--- src/rtl/rr_quantum_timer_pkg.sv ---
// Shared constants for the round-robin quantum timer: FSM state encoding,
// control-stage opcodes and the default slice length.
package rr_quantum_timer_pkg;

    localparam logic [1:0] ST_IDLE    = 2'd0;
    localparam logic [1:0] ST_RUN     = 2'd1;
    localparam logic [1:0] ST_HOLD    = 2'd2;
    localparam logic [1:0] ST_EXPIRED = 2'd3;

    // Opcodes of the upstream environment/control-variables stage that drive atv_temp/block.
    localparam logic [3:0] OP_NOP      = 4'h0;
    localparam logic [3:0] OP_DISPATCH = 4'h1;
    localparam logic [3:0] OP_RR       = 4'h2;
    localparam logic [3:0] OP_INPUT    = 4'h3;
    localparam logic [3:0] OP_KSWAP    = 4'h4;

    localparam int QUANTUM_DEF = 1000;

endpackage

--- src/rtl/rr_sat_counter8.sv ---
// 8-bit event counter that sticks at 255; used to count slice expiries.
module rr_sat_counter8 (
    input  logic       clk,
    input  logic       reset,
    input  logic       i_inc,
    output logic [7:0] o_count
);

    logic [7:0] r_count;

    always_ff @(posedge clk) begin
        if (reset) begin
            r_count <= 8'd0;
        end else if (i_inc && (r_count != 8'hFF)) begin
            r_count <= r_count + 8'd1;
        end
    end

    assign o_count = r_count;

endmodule

--- src/rtl/rr_quantum_timer.sv ---
// Round-robin time-slice timer: counts the running process's quantum and holds
// so_kernel until reset_rr. Optional programmable quantum under RR_QUANTUM_PROG_EN.
//
// state   | meaning
// IDLE    | no slice armed, waiting for atv_temp
// RUN     | slice counting down one per cycle
// HOLD    | slice frozen while an input op is in progress
// EXPIRED | slice used up, so_kernel held until reset_rr
module rr_quantum_timer
    import rr_quantum_timer_pkg::*;
#(
    parameter int CNT_W   = 16,
    parameter int QUANTUM = QUANTUM_DEF
) (
    input  logic             clk,
    input  logic             reset,
    input  logic             reset_rr,
    input  logic             atv_temp,
    input  logic             block,
`ifdef RR_QUANTUM_PROG_EN
    input  logic             q_we,
    input  logic [CNT_W-1:0] q_in,
`endif
    output logic             so_kernel,
    output logic             busy,
    output logic [CNT_W-1:0] time_left,
    output logic [7:0]       preempt_cnt
);

    localparam logic [CNT_W-1:0] Q_CONST = CNT_W'(QUANTUM);

    logic [1:0]       r_state;
    logic [CNT_W-1:0] r_time_left;
    logic             r_so_kernel;
    logic             r_busy;

    logic [1:0]       w_state_nxt;
    logic [CNT_W-1:0] w_time_left_nxt;
    logic             w_expire;
    logic [CNT_W-1:0] w_quantum;
    logic [CNT_W-1:0] w_dec;
    logic             w_at_one;
    logic             w_can_dec;

`ifdef RR_QUANTUM_PROG_EN
    logic [CNT_W-1:0] r_quantum;

    always_ff @(posedge clk) begin
        if (reset) begin
            r_quantum <= Q_CONST;
        end else if (q_we && (q_in != '0)) begin
            r_quantum <= q_in;
        end
    end

    assign w_quantum = r_quantum;
`else
    assign w_quantum = Q_CONST;
`endif

    assign w_dec     = r_time_left - CNT_W'(1);
    assign w_at_one  = (r_time_left == CNT_W'(1));
    assign w_can_dec = (r_time_left != '0);

    // Leaving HOLD consumes the resuming edge as a count, so an N-cycle block adds exactly N cycles.
    always_comb begin
        w_state_nxt     = r_state;
        w_time_left_nxt = r_time_left;
        w_expire        = 1'b0;
        if (reset_rr) begin
            w_state_nxt     = ST_IDLE;
            w_time_left_nxt = '0;
        end else begin
            case (r_state)
                ST_IDLE: begin
                    if (atv_temp) begin
                        w_time_left_nxt = w_quantum;
                        w_state_nxt     = block ? ST_HOLD : ST_RUN;
                    end
                end
                ST_RUN, ST_HOLD: begin
                    if (atv_temp) begin
                        w_time_left_nxt = w_quantum;
                        if (r_state == ST_HOLD) begin
                            w_state_nxt = block ? ST_HOLD : ST_RUN;
                        end
                    end else if (block) begin
                        w_state_nxt = ST_HOLD;
                    end else begin
                        w_state_nxt = ST_RUN;
                        if (w_can_dec) begin
                            w_time_left_nxt = w_dec;
                            if (w_at_one) begin
                                w_state_nxt = ST_EXPIRED;
                                w_expire    = 1'b1;
                            end
                        end
                    end
                end
                ST_EXPIRED: begin
                    w_time_left_nxt = '0;
                end
                default: begin
                    w_state_nxt     = ST_IDLE;
                    w_time_left_nxt = '0;
                end
            endcase
        end
    end

    always_ff @(posedge clk) begin
        if (reset) begin
            r_state     <= ST_IDLE;
            r_time_left <= '0;
            r_so_kernel <= 1'b0;
            r_busy      <= 1'b0;
        end else begin
            r_state     <= w_state_nxt;
            r_time_left <= w_time_left_nxt;
            r_so_kernel <= (w_state_nxt == ST_EXPIRED);
            r_busy      <= (w_state_nxt == ST_RUN) || (w_state_nxt == ST_HOLD);
        end
    end

    rr_sat_counter8 u_preempt_cnt (
        .clk     (clk),
        .reset   (reset),
        .i_inc   (w_expire),
        .o_count (preempt_cnt)
    );

    assign so_kernel = r_so_kernel;
    assign busy      = r_busy;
    assign time_left = r_time_left;

endmodule

--- config.mk ---
export PLATFORM = sky130hd
export DESIGN_NAME = rr_quantum_timer
export DESIGN_NICKNAME = d
export VERILOG_FILES = /design/src/rtl/rr_quantum_timer_pkg.sv /design/src/rtl/rr_sat_counter8.sv /design/src/rtl/rr_quantum_timer.sv
export SDC_FILE = /design/constraint.sdc
export NUM_CORES = 1
export LEC_CHECK = 0
export CAP_MARGIN = 5
export CELL_PAD_IN_SITES_DETAIL_PLACEMENT = 1
export CELL_PAD_IN_SITES_GLOBAL_PLACEMENT = 2
export CORE_MARGIN = 3
export CORE_UTILIZATION = 33
export DETAILED_ROUTE_END_ITERATION = 8
export MAX_ROUTING_LAYER = met4
export PLACE_DENSITY = 0.93
export SLEW_MARGIN = 25
export SYNTH_ARGS = -nofsm -noshare
export SYNTH_HDL_FRONTEND = slang
export SYNTH_SLANG_ARGS = --single-unit
export TNS_END_PERCENT = 5
--- constraint.sdc ---
create_clock -name clk -period 3.95 [get_ports clk]
set_input_delay 0.395 -clock clk [delete_from_list [all_inputs] [get_ports clk]]
set_output_delay 0.395 -clock clk [all_outputs]
set_load 0.01 [all_outputs]
-- Word level (Yosys, flattened, before mapping)
Index checks and enable logic that the tools add are counted.
- multiplexer cells: 20
- reductions and logical operators: 7
- $add $sub $neg: 2
- equal/unequal tests: 11
- operators with widths (cell ; number):
    16-bit 2-to-1 mux ; 4
    16-bit one-hot mux with 3 select lines ; 1
    16-bit by 1-bit equality test with 1-bit output (second input constant) ; 1
    2-bit 2-to-1 mux ; 8
    16-bit nonzero test ; 1
    16-bit by 1-bit subtractor with 16-bit output (second input constant) ; 1
    8-bit by 1-bit adder with 8-bit output (second input constant) ; 1
    2-bit equality test (second input constant) ; 4
    8-bit != test (second input constant) ; 1
    1-bit 2-to-1 mux ; 6
    3-bit != test (second input constant) ; 2
    2-bit by 1-bit equality test with 1-bit output (second input constant) ; 2
    2-bit one-hot mux with 2 select lines ; 1
    2-bit OR reduction ; 2
    3-bit AND reduction ; 1
    2-bit zero test ; 1
    2-bit != test (second input constant) ; 1
    1-bit logical AND ; 1
    1-bit logical OR ; 1
- register bits after elaboration: 28
- output and inout bits: 26
- logic and storage cells: 45
- input port bits: 5

-- Longest topological paths before layout
- depth in word-level cells: 9
- depth in mapped cells: 10
- mapped depth without buffers: 9

-- Modules after synthesis
A second synthesis with hierarchy kept.
- cell total of the unflattened synthesis: 197
- area, all modules: 1676.6 um^2
- modules (own cells, without submodules) (module ; area an instance (um^2) ; sequential area each (um^2) ; instances ; cells each):
    rr_quantum_timer ; 1246.2 ; 400.4 ; 1 ; 151
    rr_sat_counter8 ; 430.4 ; 160.2 ; 1 ; 46

-- Least setup slack after synthesis
OpenSTA, ideal clock, no wires.
- path type: reg-to-reg
- from: register r_state[1]
- to: register r_time_left[9], in the netlist time_left[9]
- stages on the path, launching flop included: 11
- clock period less this slack: 2.058 ns
- data required time: 3.828 ns
- path slack: 1.892 ns
- setup time: 0.122 ns
- buffers on the path: 3
- arrival: 1.936 ns
- path through: dfxtp_1 -> inv_1 -> ha_1 -> clkbuf_2 -> nor2b_1 -> clkbuf_1 -> nand3_1 -> o22ai_2 -> buf_4 -> mux2i_1 -> nor2_1
- longest elaborated chain between the ends: 4
- elaborated cells between the ends (all ways): 10
- those cells by class: 6 x eq/ne; 1 x mux; 3 x reduce/logical
- ends and longest elaborated chain (item ; RTL line ; text):
    from (decl) ; rr_quantum_timer.sv:32 ; logic [1:0] r_state;
    from (signal assigned) ; rr_quantum_timer.sv:118 ; r_state <= w_state_nxt;
    2-bit equality test / 2-bit by 1-bit equality test with 1-bit output (equally long branches) ; rr_quantum_timer.sv:74 ; case (r_state)
    2-bit OR reduction ; rr_quantum_timer.sv:74 ;
    3-bit != test (no line) ; - ;
    3-bit AND reduction (no line) ; - ;
    to (signal assigned) ; rr_quantum_timer.sv:119 ; r_time_left <= w_time_left_nxt;
    to (decl) ; rr_quantum_timer.sv:33 ; logic [CNT_W-1:0] r_time_left;
Several ways; a longest one is shown, not always the timed one.
A chain may end at the register's enable or synchronous reset.

-- Final worst setup path
- from: register r_state[1]
- to: register r_time_left[6], in the netlist time_left[6]
Same word-level chain as after synthesis.

==> results.sh <==
export IMPL_dr_wl_met2_mm=2.31
export IMPL_rsz0062_at_grt="no"
export IMPL_hold_viol=0
export IMPL_drv_slew=0
export IMPL_outcome="finished clean"
export IMPL_m1WireLength_mm=2.17
export IMPL_rows=25
export IMPL_setup_violations=0
export IMPL_synth_cell_type_count=45
export IMPL_worst_setup_path_start_kind="flop"
export IMPL_ys_seq_area_frac=0.332
export IMPL_fillers=610
export IMPL_instances_no_fill=293
export IMPL_r2r_end="time_left[6]"
export IMPL_synth_top_area_frac=0.332
export IMPL_cts_buffer_depth=2
export IMPL_cts_root_buf="clkbuf_8"
export IMPL_cp_end_kind="flop"
export IMPL_dieWidth_um=77.5
export IMPL_syn2layout_area_growth_pct=23.5
export IMPL_total_power_uw=603
export IMPL_max_clock_freq_ghz=0.382
export IMPL_antenna_found_initial=0
export IMPL_yosys_warnings=0
export IMPL_worstMarginPinSlew_ns=0.644
export IMPL_grt_pass1_wl_mm=8.27
export IMPL_hp_class="flop to flop"
export IMPL_fin_skew_ns=0.00358
export IMPL_rr_worst_depth=7
export IMPL_first_pass_iters=4
export IMPL_drt_iter0_markers=29
export IMPL_overflow=0
export IMPL_synthArstFlopShare=0
export IMPL_die_h_um=77.5
export IMPL_period_share=0.663
export IMPL_post_cts_buffers=0
export IMPL_routed_wirelength_mm=4.60
export IMPL_layout_drive_gt1_share=0.0708
export IMPL_grt_total_usage=0.169
export IMPL_slew_headroom=0.571
export IMPL_postLayoutCoreUtil=0.433
export IMPL_synth_cell_area_um2=1690
export IMPL_synth_edf_count=0
export IMPL_route_vias_total=1590
export IMPL_hold_depth=2
export IMPL_dr_max_layer_used="met4"
export IMPL_power_leakage_nw=0.713
export IMPL_hold_end="time_left[15]"
export IMPL_start_util=0.350
export IMPL_cts_buffers=3
export IMPL_antennaDiodeCount=0
export IMPL_port_buffers=30
export IMPL_syn_inst=200
export IMPL_nets=240
export IMPL_drc_errors=0
export IMPL_synth_area_leaders="dfxtp_1, nor2_1, ha_1"
export IMPL_peakVddDrop_mv=0.186
export IMPL_h_tree_depth=1
export IMPL_synth_area_per_cell_um2=8.44
export IMPL_dp_cells=289
export IMPL_die_area_um2=6010
export IMPL_p_per_area_nw_per_um2=289
export IMPL_grt_pass1_vias=1739
export IMPL_clock_sinks=28
export IMPL_antenna_left=0
export IMPL_cts_resized=0
export IMPL_required_ns=4.13
export IMPL_cp_max_fo=15
export IMPL_dp_hpwl_mm=3.46
export IMPL_syn_nets=213
export IMPL_ys_ff_latch=28
export IMPL_min_from="time_left[15]"
export IMPL_avgViaCountPerCell=5.43
export IMPL_ff2ff_setup_slack_ns=1.33
export IMPL_clkLatencyLatePin_ns=0.27
export IMPL_arrival_ns=2.80
export IMPL_pin_count=31
export IMPL_max_cap_violations=0
export IMPL_final_setup_tns_ns=0
export IMPL_synth_top_area_cell="dfxtp_1"
export IMPL_r2r_start="r_state[1]"
export IMPL_worst_setup_path_type="flop to flop"
export IMPL_post_place_ws_ns=1.17
export IMPL_wl_met3_um=106
export IMPL_min_period_ns=2.62
export IMPL_grt_max_degree=16
export IMPL_place_congestion=0.813
export IMPL_wire_per_inst_um=15.7
export IMPL_path_clk_slew_ns=0.10
export IMPL_ys_flop_type="dfxtp_1"
export IMPL_core_area_um2=4820
export IMPL_ctsHoldBuffers=0
export IMPL_setup_slack_ns=1.33
export IMPL_cts_tree="yes"
power breakdown:
group,leakage [nW],switching [mW],internal (mW)
combinational,0.457,0.0698,0.0527
sequential,0.227,0.0112,0.289
clock,0.0288,0.0907,0.0893
total,0.713,0.172,0.431
routing by layer:
layer,up-vias,track usage
met5,-,-
met4,0,0.0231
met3,2,0.0302
met2,27,0.300
met1,773,0.205
li1,788,-
worst max-delay path by stage:
| stage | startpoint | endpoint | slack, ns |
|---|---|---|---|
| global route | r_state[1] | time_left[7] | 1.02 |
| detailed placement | atv_temp | time_left[6] | 1.17 |
| CTS | r_state[1] | time_left[6] | 1.31 |
| finish | r_state[1] | time_left[6] | 1.33 |
| floorplan | r_state[1] | time_left[9] | 1.89 |
| global placement | atv_temp | time_left[6] | 1.24 |
cell usage in the layout, fill, tap and decap left out, drive strengths merged, types with 2 or more instances in the layout:
| cell type | instances |
|---|---|
| nor4 | 8 |
| nand4 | 3 |
| nand3 | 10 |
| o221a | 4 |
| nand2b | 3 |
| and3 | 2 |
| dfxtp | 28 |
| nor2 | 32 |
| nor3 | 6 |
| xnor2 | 9 |
| a31oi | 4 |
| mux2i | 3 |
| clkdlybuf4s50 | 30 |
| or2 | 2 |
| inv | 7 |
| ha | 8 |
| or3 | 4 |
| a21oi | 12 |
| o31ai | 3 |
| clkbuf | 4 |
| nor2b | 5 |
| or4 | 7 |
| o211ai | 2 |
| o31a | 2 |
| o21ai | 9 |
| nand2 | 4 |
| nor4b | 3 |
cells by family after synthesis:
family          synth area share
fa+ha+maj                 0.0593
mux                       0.0178
simple gates               0.320
compound gates             0.178
buf+inv                   0.0408
flops                      0.332
xor+xnor                  0.0519
sequential cells by signal, indices dropped and copies added, names as in the netlist:
signal                 flops
busy                       1
r_state                    2
so_kernel                  1
time_left                 16
u_preempt_cnt.o_count      8
worst max-delay path, cell delays in order, from the launching register on:
cell and delay (ns):
dfxtp_1 0.41, inv_1 0.08, ha_1 0.44, nor2b_1 0.48, nand3_1 0.19, o22ai_2 0.54, nor2_1 0.12, o221a_2 0.26
cell type report:
cell class,count,area [um2],share of cell area
clock buffers,4,55.1,0.0264
inverters,7,26.3,0.0126
multi-input cells,157,1060,0.508
flip-flops and latches,28,561,0.269
well taps,67,83.8,0.0402
repair buffers,30,300,0.144
per-stage QoR:
stage	hold WS [ns]	area (um2)
after floorplan	0.467	1690
after global placement	0.487	2030
after detailed placement	0.513	2030
after CTS	0.529	2080
after global routing	0.562	2080
final	0.531	2080
Yosys cell counts, drive strengths merged, types with 4 or more instances:
| library cell | n |
|---|---|
| nor2 | 32 |
| dfxtp | 28 |
| a21oi | 12 |
| nand3 | 10 |
| o21ai | 9 |
| xnor2 | 9 |
| ha | 8 |
| nor4 | 8 |
| inv | 7 |
| or4 | 7 |
| nor3 | 6 |
| clkbuf | 5 |
| nor2b | 5 |
| a31oi | 4 |
| nand2 | 4 |
| o221a | 4 |
| or3 | 4 |
No activity file was read; power rests on OpenSTA's default activity.
==> variant 1, RTL diff (same flow settings) <==
Add a define of `RR_QUANTUM_PROG_EN`.
--- a/src/rtl/rr_quantum_timer.sv
+++ b/src/rtl/rr_quantum_timer.sv
@@ -6,6 +6,8 @@
 // RUN     | slice counting down one per cycle
 // HOLD    | slice frozen while an input op is in progress
 // EXPIRED | slice used up, so_kernel held until reset_rr
+`define RR_QUANTUM_PROG_EN
+
 module rr_quantum_timer
     import rr_quantum_timer_pkg::*;
 #(
Interface: changed (added q_in and q_we); port bits go from 31 to 48. The function was not compared with the original's and may differ.
==> variant 1 against the unedited design <==
  * Power rose by 95%
  * Area after synthesis grew 50%
  * Die area grew 45%
  * Routed wire length up 54%
  * Sequential cell count is 16 higher
  * Utilization increased by 0.44 points
  * Combinational power increased by 130%
  * Worst setup slack got worse by 0.054 ns
  * Final area is 54% higher
  * Critical endpoint is now u_preempt_cnt.o_count[4]
  * Largest power group unchanged
==> variant 1: results (changes against the unedited design) <==
| Metric | Value |
|---|---|
| First-pass GRT wire length | 11,600 um (was 8270 um) |
| Pleak | 1.21 nW (was 0.713 nW) |
| Status | complete, no violations (unchanged) |
| Adder-Cell Fraction of Synth Area | 0.0347 (was 0.0593) |
| Final Skew | 0.00574 ns (was 0.00358 ns) |
| CTS Buf Count | 5 (was 3) |
| Worst Tran Pin Value | 0.827 ns (was 0.644 ns) |
| Drt total wl | 7100 um (was 4600 um) |
| DP Area | 3080 um^2 (was 2030 um^2) |
| Clock latency on the worst-skew pair | 0.29 ns (was 0.27 ns) |
| Synth cell types | 66 (was 45) |
| DR iter-0 viols | 93 (was 29) |
| CP arrival | 2.86 ns (was 2.80 ns) |
| Worst path slowest cell | nor4_4 (was o22ai_2) |
| Vias/cell | 5.38 (was 5.43) |
| Cells after Synth | 290 (was 200) |
| Syn. warnings | 0 (unchanged) |
| Synth area leaders | dfxtp_1 (35%), nor2_1 (4.6%), nand2_1 (4.5%) (was dfxtp_1 (33%), nor2_1 (7.1%), ha_1 (5.9%)) |
| Half-perimeter wire length after placement | 5310 um (was 3460 um) |
| Pin count of the biggest net entering global routing | 35 (was 16) |
| Complex-gate fraction of the synthesized area | 0.225 (was 0.178) |
| VDD IR max | 0.000198 V (was 0.000186 V) |
| Seq/Total Area, Yosys | 0.349 (was 0.332) |
| Synth Area in XOR/XNOR | 0.0243 (was 0.0519) |
| Multiplexer share of the synthesized area | 0.0446 (was 0.0178) |
| Number of global-route vias before repair | 2,259 (was 1,739) |
| Proportion of layout cells with a drive suffix above 1 | 0.102 (was 0.0708) |
| Layout Nets | 361 (was 240) |
| Post-synthesis net count | 319 (was 213) |
| Placed insts | 424 (was 289) |
| Port-buffer cells | 47 (was 30) |
| H-tree lvl count | 2 (was 1) |
| FILL cells | 857 (was 610) |
| Placer Congestion | 0.808 (was 0.813) |
variant 1: cell count changes after synthesis, sizes merged, moves of 5 or more:
cell     delta
a2111oi     +6
a21oi       +9
a31o        +8
clkbuf      +6
dfxtp      +16
nand2      +26
or4         -5
variant 1: report_power, final:
group	internal [mW]	switching (mW)
Clock	0.249	0.158
Sequential	0.464	0.0263
Combinational	0.125	0.151
Total	0.839	0.335
variant 1: cell type report:
class                   count  area (um^2)  area share
inverters                   8         30.0     0.00937
clock inverters             2         60.1      0.0187
flip-flops and latches     44          881       0.275
clock buffers               5         68.8      0.0215
multi-input cells         222         1540       0.481
well taps                  99          124      0.0387
repair buffers             51          500       0.156
variant 1: worst paths after layout:
| check | from | endpoint | slack, ns | cells after the start |
|---|---|---|---|---|
| max | r_state[0] | u_preempt_cnt.o_count[4] | 1.28 | 7 |
| min | r_quantum[0] | r_quantum[0] | 0.46 | 2 |
| max reg2reg | r_state[0] | u_preempt_cnt.o_count[4] | 1.28 | 7 |
| min reg2reg | r_quantum[0] | r_quantum[0] | 0.46 | 2 |
variant 1: kinds of logic after synthesis:
kind of cell    after synthesis
simple gates                122
compound gates               76
flops                        44
buf+inv                      24
mux                          10
xor+xnor                      7
fa+ha+maj                     7
variant 1: critical path, delay by kind of cell (launching register included):
kind                     cells  cell delay, ns
AND/OR/NAND/NOR              3            0.90
adder cells (fa/ha/maj)      1            0.49
flip-flops                   1            0.42
AO/OA/AOI/OAI                1            0.34
multiplexers                 1            0.34
buffers and inverters        1            0.08
variant 1: per-stage QoR:
stage          power [mW]  worst slack [ns]  hold WS [ns]
6_report             1.17              1.28         0.463
4_1_cts              1.19              1.28         0.467
5_1_grt              1.23              1.11         0.503
3_5_place_dp        0.775              1.15         0.454
3_3_place_gp        0.769              1.19         0.444
2_1_floorplan       0.681              1.69         0.435
variant 1: layer usage:
layer / up-vias / share of wire / global-route usage / routed length, um
met2: 43 / 0.48 / 0.267 / 3410
met4: 0 / 0.0056 / 0.0415 / 40
met3: 4 / 0.036 / 0.0306 / 258
met1: 1120 / 0.48 / 0.225 / 3390
met5: - / 0 / - / 0
li1: 1151 / - / - / -
==> variant 2, RTL diff (same flow settings) <==
Made on the original files. Register the output `time_left` once more; this adds one clock of latency there. The other outputs are not delayed to match.
--- a/src/rtl/rr_quantum_timer.sv
+++ b/src/rtl/rr_quantum_timer.sv
@@ -131,7 +131,9 @@
 
     assign so_kernel = r_so_kernel;
     assign busy      = r_busy;
-    assign time_left = r_time_left;
+    always_ff @(posedge clk) begin
+        time_left <= r_time_left;
+    end
 
 endmodule
 
Check against the original RTL: not equivalent (a bounded check fails within 4 cycles, from zero or initial values and one cycle with reset high).
==> variant 2 against the unedited design <==
  * Area after synthesis rose by 28%
  * Die area grew 26%
  * Final area grew 25%
  * Worst setup slack improved by 0.16 ns
  * Critical endpoint is now r_time_left[14]
  * Maximum frequency grew 6.6%
  * Count of clock-buffer cells in the layout increased by 2
  * Routed wire length increased by 17%
  * Power rose by 58%
  * Sequential cell count increased by 16
==> variant 2: results (changes against the unedited design) <==
| Metric | Value |
|---|---|
| Status | complete, no violations (unchanged) |
| Reg2reg setup slack | 1.49 ns (was 1.33 ns) |
| P_sw | 0.254 mW (was 0.172 mW) |
| CTS Buf Count | 5 (was 3) |
| Ys async rst share | 0 (unchanged) |
| First-pass GRT wire length | 8980 um (was 8270 um) |
| Proportion of layout cells with a drive suffix above 1 | 0.0992 (was 0.0708) |
| DR iter-0 viols | 78 (was 29) |
| Seq/Total Area, Yosys | 0.407 (was 0.332) |
| Crit path largest cell delay | 0.54 ns (about the same) |
| Initial antenna violation count | 0 (unchanged) |
| DP Area | 2490 um^2 (was 2030 um^2) |
| Clock latency on the worst-skew pair | 0.30 ns (was 0.27 ns) |
| CP Capture Point | r_time_left[14] (was time_left[6]) |
| Post-synthesis net count | 247 (was 213) |
| R2R depth | 7 (unchanged) |
| Layout Nets | 274 (was 240) |
| CP max FO | 10 (was 15) |
| Placer Congestion | 0.830 (was 0.813) |
| Worst path slowest cell | or3b_1 (was o22ai_2) |
| CP delay by family, top | simple AND/OR/NAND/NOR gates (was compound AO/OA/AOI/OAI gates) |
| Synth cell types | 55 (was 45) |
| H-tree lvl count | 2 (was 1) |
| GRT Overall Usage | 0.153 (was 0.169) |
| Worst-path clk slew | 0.08 ns (was 0.10 ns) |
| Final Skew | 0.00649 ns (was 0.00358 ns) |
| Setup bufs post-CTS | 0 (unchanged) |
| VDD IR max | 0.000188 V (was 0.000186 V) |
| Half-perimeter wire length after placement | 3930 um (was 3460 um) |
| Synth area leaders | dfxtp_1 (41%), nor2_1 (4.7%), ha_1 (4.6%) (was dfxtp_1 (33%), nor2_1 (7.1%), ha_1 (5.9%)) |
| Number of global-route vias before repair | 1,858 (was 1,739) |
| Top post-synthesis cells by count | dfxtp_1 (44), nor2_1 (27), a21oi_1 (14), nand2_1 (11), nand3_1 (10) (was nor2_1 (32), dfxtp_1 (28), a21oi_1 (12), nand3_1 (10), xnor2_1 (9)) |
| Pin count of the biggest net entering global routing | 18 (was 16) |
| Pleak | 0.927 nW (was 0.713 nW) |
| CP arrival | 2.69 ns (was 2.80 ns) |
| Syn. warnings | 0 (unchanged) |
| Worst Tran Pin Value | 0.547 ns (was 0.644 ns) |
| FILL cells | 700 (was 610) |
| Setup TNS | 0 ns (unchanged) |
| Drt total wl | 5400 um (was 4600 um) |
| Vias/cell | 5.52 (was 5.43) |
-- variant 2: logic make-up (layout without fill, tap and decap cells) --
kind of cell | Yosys count | count (layout) | share of synthesized area
AND/OR/NAND/NOR | 104 | 104 | 0.300
XOR/XNOR | 5 | 5 | 0.0202
buffers and inverters | 19 | 47 | 0.0480
flip-flops | 44 | 44 | 0.407
adder cells (fa/ha/maj) | 8 | 8 | 0.0462
AO/OA/AOI/OAI | 51 | 51 | 0.164
multiplexers | 3 | 3 | 0.0145
-- variant 2: cell type report --
cell class,count,area (um^2),area share
multi-input combinational,171,1180,0.454
sequential,44,881,0.339
timing repair buffer,31,308,0.118
tap,75,93.8,0.0361
clock buffer,6,72.6,0.0279
clock inverter,2,35.0,0.0135
inverter,8,30.0,0.0115
-- variant 2: power groups by stage --
stage                     clock [mW]  combinational (mW)  sequential (mW)
after global routing           0.369               0.153            0.472
final                          0.341               0.141            0.470
after global placement             0               0.138            0.480
after detailed placement           0               0.139            0.481
after CTS                      0.348               0.141            0.470
after floorplan                    0              0.0985            0.479
-- variant 2: through the flow --
stage / std cells / hold slack [ns] / setup slack, ns / utilization / power, mW
global placement: 329 / 0.386 / 1.42 / 0.407 / 0.617
finish: 337 / 0.406 / 1.49 / 0.424 / 0.952
CTS: 337 / 0.404 / 1.48 / 0.424 / 0.960
detailed placement: 329 / 0.392 / 1.34 / 0.407 / 0.620
global route: 337 / 0.418 / 1.32 / 0.424 / 0.995
floorplan: 234 / 0.351 / 1.79 / - / 0.578
-- variant 2: worst min path at each step --
stage	to	start	slack [ns]	cells past startpoint
floorplan	time_left[2]	r_time_left[2]	0.35	0
global placement	time_left[13]	r_time_left[13]	0.39	0
detailed placement	time_left[13]	r_time_left[13]	0.39	0
CTS	time_left[13]	r_time_left[13]	0.40	0
global route	time_left[13]	r_time_left[13]	0.42	0
finish	time_left[13]	r_time_left[13]	0.41	0
-- variant 2: routing by layer --
layer,vias up,global-route usage,wire length [um]
met5,-,-,0
met4,0,0.0482,87
met1,904,0.198,2540
li1,914,-,-
met3,8,0.0284,203
met2,33,0.239,2570
